===== src/rtl/sysarray_skew_feeder.sv =====
// Operand feed stage for a DIM x DIM systolic multiplier array; holds A and B, streams them diagonally skewed, then drains.
// Latency: start sampled at cycle c -> first beat at c+1, last beat at c+2*DIM-1, done pulse at c+2*DIM+DRAIN_CYCLES.
// No backpressure: writes and start are only honoured while idle. Optional SYSARRAY_FEED_LOOP_EN adds back-to-back passes.
module sysarray_skew_feeder #(
  parameter int n            = 31,
  parameter int DIM          = 5,
  parameter int DRAIN_CYCLES = 6
) (
  input  logic                 clock,
  input  logic                 reset,
`ifdef SYSARRAY_FEED_LOOP_EN
  input  logic                 loop,
`endif
  input  logic                 wr_en,
  input  logic                 wr_sel,
  input  logic [2:0]           wr_row,
  input  logic [2:0]           wr_col,
  input  logic [n:0]           wr_data,
  input  logic                 start,
  output logic                 busy,
  output logic                 feed_valid,
  output logic                 done,
  output logic [DIM*(n+1)-1:0] a_out,
  output logic [DIM*(n+1)-1:0] b_out
);

  localparam int W  = n + 1;
  localparam int TW = 8;
  localparam logic [TW-1:0] T_LAST  = TW'(2 * DIM - 2);
  localparam logic [TW-1:0] DC_LAST = (DRAIN_CYCLES > 0) ? TW'(DRAIN_CYCLES - 1) : '0;
  localparam logic [3:0]    DIM_U   = 4'(DIM);

  typedef enum logic [1:0] {S_IDLE, S_FEED, S_DRAIN, S_DONE} state_t;

  state_t              state_q, state_d;
  logic [TW-1:0]       t_q, t_d;
  logic [TW-1:0]       drain_q, drain_d;
  logic [DIM*W-1:0]    a_q, a_d, b_q, b_d;
  logic                feed_q, feed_d;
  logic                done_q, done_d;
  logic                busy_q, busy_d;

  logic [W-1:0]        a_mem [DIM][DIM];
  logic [W-1:0]        b_mem [DIM][DIM];
  logic                wr_ok;

  // busy_q also blocks the cycle right after DONE, so a write is never taken while busy is visible.
  assign wr_ok = wr_en && (state_q == S_IDLE) && !busy_q &&
                 ({1'b0, wr_row} < DIM_U) && ({1'b0, wr_col} < DIM_U);

  // Operand storage; cleared by reset only when looping is built in.
  always_ff @(posedge clock) begin
`ifdef SYSARRAY_FEED_LOOP_EN
    if (reset) begin
      for (int r = 0; r < DIM; r++) begin
        for (int c = 0; c < DIM; c++) begin
          a_mem[r][c] <= '0;
          b_mem[r][c] <= '0;
        end
      end
    end else
`endif
    if (wr_ok) begin
      if (wr_sel) b_mem[wr_row][wr_col] <= wr_data;
      else        a_mem[wr_row][wr_col] <= wr_data;
    end
  end

  // Next-state logic for the pass sequencer.
  always_comb begin
    state_d = state_q;
    t_d     = t_q;
    drain_d = drain_q;
    unique case (state_q)
      S_IDLE: begin
        if (start) begin
          state_d = S_FEED;
          t_d     = '0;
        end
      end
      S_FEED: begin
        if (t_q == T_LAST) begin
          drain_d = '0;
          if (DRAIN_CYCLES == 0) state_d = S_DONE;
          else                   state_d = S_DRAIN;
        end else begin
          t_d = t_q + 1'b1;
        end
      end
      S_DRAIN: begin
        if (drain_q == DC_LAST) state_d = S_DONE;
        else                    drain_d = drain_q + 1'b1;
      end
      S_DONE: begin
`ifdef SYSARRAY_FEED_LOOP_EN
        if (loop) begin
          state_d = S_FEED;
          t_d     = '0;
        end else begin
          state_d = S_IDLE;
        end
`else
        state_d = S_IDLE;
`endif
      end
      default: state_d = S_IDLE;
    endcase
  end

  // Beat contents for step t: lane i carries element k where i+k == t, zero elsewhere.
  always_comb begin
    a_d    = '0;
    b_d    = '0;
    feed_d = (state_q == S_FEED);
    done_d = (state_q == S_DONE);
    busy_d = (state_q != S_IDLE);
    if (state_q == S_FEED) begin
      for (int i = 0; i < DIM; i++) begin
        for (int k = 0; k < DIM; k++) begin
          if (t_q == TW'(i + k)) begin
            a_d[i*W +: W] = a_mem[i][k];
            b_d[i*W +: W] = b_mem[k][i];
          end
        end
      end
    end
  end

  // State and registered outputs; reset aborts any pass in flight.
  always_ff @(posedge clock) begin
    if (reset) begin
      state_q <= S_IDLE;
      t_q     <= '0;
      drain_q <= '0;
      a_q     <= '0;
      b_q     <= '0;
      feed_q  <= 1'b0;
      done_q  <= 1'b0;
      busy_q  <= 1'b0;
    end else begin
      state_q <= state_d;
      t_q     <= t_d;
      drain_q <= drain_d;
      a_q     <= a_d;
      b_q     <= b_d;
      feed_q  <= feed_d;
      done_q  <= done_d;
      busy_q  <= busy_d;
    end
  end

  assign a_out      = a_q;
  assign b_out      = b_q;
  assign feed_valid = feed_q;
  assign done       = done_q;
  assign busy       = busy_q;

endmodule

===== config.mk =====
export PLATFORM = sky130hd
export DESIGN_NAME = sysarray_skew_feeder
export DESIGN_NICKNAME = d
export VERILOG_FILES = /design/src/rtl/sysarray_skew_feeder.sv
export SDC_FILE = /design/constraint.sdc
export NUM_CORES = 2
export LEC_CHECK = 0
export BUFFER_PORTS_ARGS = -buffer_cell sky130_fd_sc_hd__buf_2
export CAP_MARGIN = 20
export CORE_MARGIN = 3
export CORE_UTILIZATION = 50
export CTS_CLUSTER_DIAMETER = 30
export DETAILED_ROUTE_END_ITERATION = 8
export MAX_ROUTING_LAYER = met4
export PLACE_DENSITY = 0.77
export SLEW_MARGIN = 20
export SYNTH_ARGS = -nofsm -noshare
export SYNTH_HDL_FRONTEND = slang
export SYNTH_SLANG_ARGS = --single-unit

===== constraint.sdc =====
create_clock -name clock -period 3.5 [get_ports clock]
set_input_delay 0.525 -clock clock [delete_from_list [all_inputs] [get_ports clock]]
set_output_delay 0.525 -clock clock [all_outputs]
set_load 0.05 [all_outputs]

==> run summary <==
Worst path required time = 4.02 ns
Status = complete, no violations
Finished Cell Area = 87600 µm²
WL/cell = 27.6 µm
CP max FO = 32
Commonest cells after routing, fill and taps aside = edfxtp_1 (1600), a21oi_1 (367), clkbuf_16 (361), buf_2 (356), dfxtp_1 (341)
Vias in the first global route = 45.0k
Post-Syn Area = 70800 µm²
Number of buffers added on ports = 365
Tmin final = 3.23 ns
LEAKAGE = 30.1 nW
Synth Instances = 4667
Initial antenna violation count = 19
Post-synth EDFFs = 1600
R2R depth = 7
Setup TNS = 0 ns
Setup crit end kind = register
Row count = 137
RSZ-0062 raised after global routing = false
Sequential share of the synthesized area = 0.775
Simple-gate share of the synthesized area = 0.0681
Initial Utilization = 0.506
Max_cap viols = 0
Power Density = 723 nW/µm²
Synth-to-Final Area Change = 23.7%
Sink Count = 1941
Syn Area/Cell = 15.2 µm²
CTS tree = built
Hold endpoint = t_q[2]
Most common cell after layout, fill and taps aside = edfxtp_1
Ys Warns = 0
FF-to-FF setup slack = 0.27 ns
R2r startpoint = state_q[0]
Skew-Pair Late Insertion Delay = 0.95 ns
Critical Path AT = 3.75 ns
Final core occ = 0.625
CTS buffer count = 350
Setup violators final = 0
Pre-CTS WS = 0.220 ns
Via/cell ratio = 6.14
Final Hold Vio Count = 0
Hold Path Origin = start
Post-synthesis mux area share = 0.000724
Largest family of logic cells by synthesized area = compound AO/OA/AOI/OAI gates
Detailed placement HPWL = 109000 µm
Final weighted congestion in routability-driven placement = 0.836
Clk root buf = clkbuf_16
DP Area = 75700 µm²
Period utilization = 0.923
Ports = 366
Syn_nets = 4720
Worst-case vdd ir drop = 0.486 mV
Die Area = 146000 µm²
Min-Delay Path Class = in2reg
Total Power = 63.3 mW
Die Wd = 382 µm
Core Area = 140000 µm²
Vias = 45.3k
GRT Residual Overflow = 0
Chip height = 382 µm
Synth Register Bits = 1941
Slew Limit Fails = 0
DRT iter0 DRCs = 6554
Async SR Flop Fraction = 0
Synth Area in XOR/XNOR = 0.000618
Largest net degree at the start of global routing = 119
RR Endpoint = b_mem[4][121]
Synth Area in Adders = 0.00177
First-pass DRT Iterations = 6
Fin worst setup slack = 0.270 ns
Top_reg_cell synth = edfxtp_1
Reg clk slew, reported paths = 0.05 ns
DRC Markers = 0
Post-DRT Antenna Nets = 0
Slew HR = 0.224
Final #Nets = 5253
Hold Path Cell Cnt = 3
Share of cells above drive strength 1 = 0.234
H-tree levels = 5
First-pass GRT wire length = 296000 µm
# fillers = 9395
Slew @ Worst Pin = 1.16 ns
Unique cell type count in the Yosys netlist = 75
CTS Buffer Depth = 4
Compound-Gate Fraction of Synth Area = 0.128
Final WL = 204000 µm
All-Layer GR Usage = 0.281
Setup Crit Path Kind = reg2reg
Final Skew = 0.0686 ns
Fmax = 0.310 GHz
CP startpoint kind = register
-- timing repair --
| action | 4_1_cts | 5_1_grt |
|---|---|---|
| buffers inserted | 0 | 0 |
| endpoints found under the setup margin | 0 | 0 |
| hold buffers | 1 | 0 |
| hold endpoints to repair | 7 | 0 |
| gates resized for setup | 0 | 0 |
-- layout make-up --
class,count,area [µm²],share of cell area
timing repair buffer,538,3740,0.0427
sequential,1941,54900,0.626
inverter,65,254,0.00290
multi-input combinational,2304,14500,0.165
clock inverter,239,2640,0.0301
clock buffer,391,9230,0.105
antenna,13,32.5,0.000371
tap,1876,2350,0.0268
-- flip-flops by register name, summed over array words and instances, names as in the netlist --
| name | count |
|---|---|
| b_mem | 800 |
| busy | 1 |
| feed_valid | 1 |
| t_q | 8 |
| done | 1 |
| b_out | 160 |
| a_out | 160 |
| a_mem | 800 |
| state_q | 2 |
| drain_q | 8 |
-- worst max path at each step --
stage / startpoint / slack, ns / end / cells after the start
finish: state_q[0] / 0.27 / b_mem[4][121] / 7
global route: state_q[0] / 0.04 / b_mem[4][121] / 7
CTS: state_q[0] / 0.29 / b_mem[4][121] / 7
detailed placement: wr_row[0] / 0.22 / b_mem[1][112] / 6
global placement: wr_row[0] / 0.21 / b_mem[4][112] / 6
floorplan: state_q[0] / 0.20 / b_mem[0][32] / 7
-- routing by layer --
metal	share of wire	vias up	global-route usage
met2	0.47	3091	0.424
li1	-	19200	-
met3	0.13	423	0.0785
met5	0	-	-
met4	0.036	0	0.108
met1	0.37	22600	0.365
-- Yosys cell counts (all sizes together), types with 4 or more instances --
master | instances | area, µm²
a22oi | 138 | 1040
o21ai | 275 | 1380
dfxtp | 341 | 6830
a22o | 130 | 1140
nor2b | 69 | 432
inv | 65 | 244
buf | 123 | 719
nand4 | 4 | 25.0
and2 | 54 | 338
nand2b | 7 | 43.8
nor3 | 8 | 61.3
nand3 | 71 | 360
o22ai | 64 | 400
o31ai | 4 | 30.0
a21oi | 368 | 1850
a31oi | 63 | 394
nor2 | 259 | 996
and3 | 63 | 394
nand2 | 285 | 1070
nand3b | 117 | 878
or4 | 6 | 45.0
mux2i | 4 | 40.0
o221a | 61 | 687
o21a | 14 | 105
edfxtp | 1600 | 48000
nor4 | 4 | 52.6
a2bb2oi | 65 | 569
a221oi | 121 | 1300
ha | 10 | 125
clkbuf | 234 | 882
-- where the power goes --
group          leakage, nW  internal, mW  total, mW  switching [mW]
clock network         5.75          22.0       33.7            11.7
logic                 7.20          1.25       4.31            3.06
registers             17.1          25.2       25.3           0.110
-- worst max-delay path, stage by stage, from the launching register on --
cell and delay [ns]:
dfxtp_1 0.33, inv_1 0.11, ha_1 0.33, nand3b_1 0.19, nor4_1 0.56, nand3_1 0.58
nor2_4 0.25, buf_4 0.47
-- cell families after synthesis --
| family | Yosys count |
|---|---|
| flops | 1941 |
| compound gates | 1323 |
| simple gates | 961 |
| buf+inv | 422 |
| fa+ha+maj | 10 |
| xor+xnor | 5 |
| mux | 5 |
-- stage by stage --
step	cells	hold slack, ns
floorplan	4667	0.418
global placement	6723	0.435
detailed placement	6723	0.444
CTS	7354	0.00972
global route	7365	0.0589
finish	7367	0.0651
(Power assumes the default switching activity.)
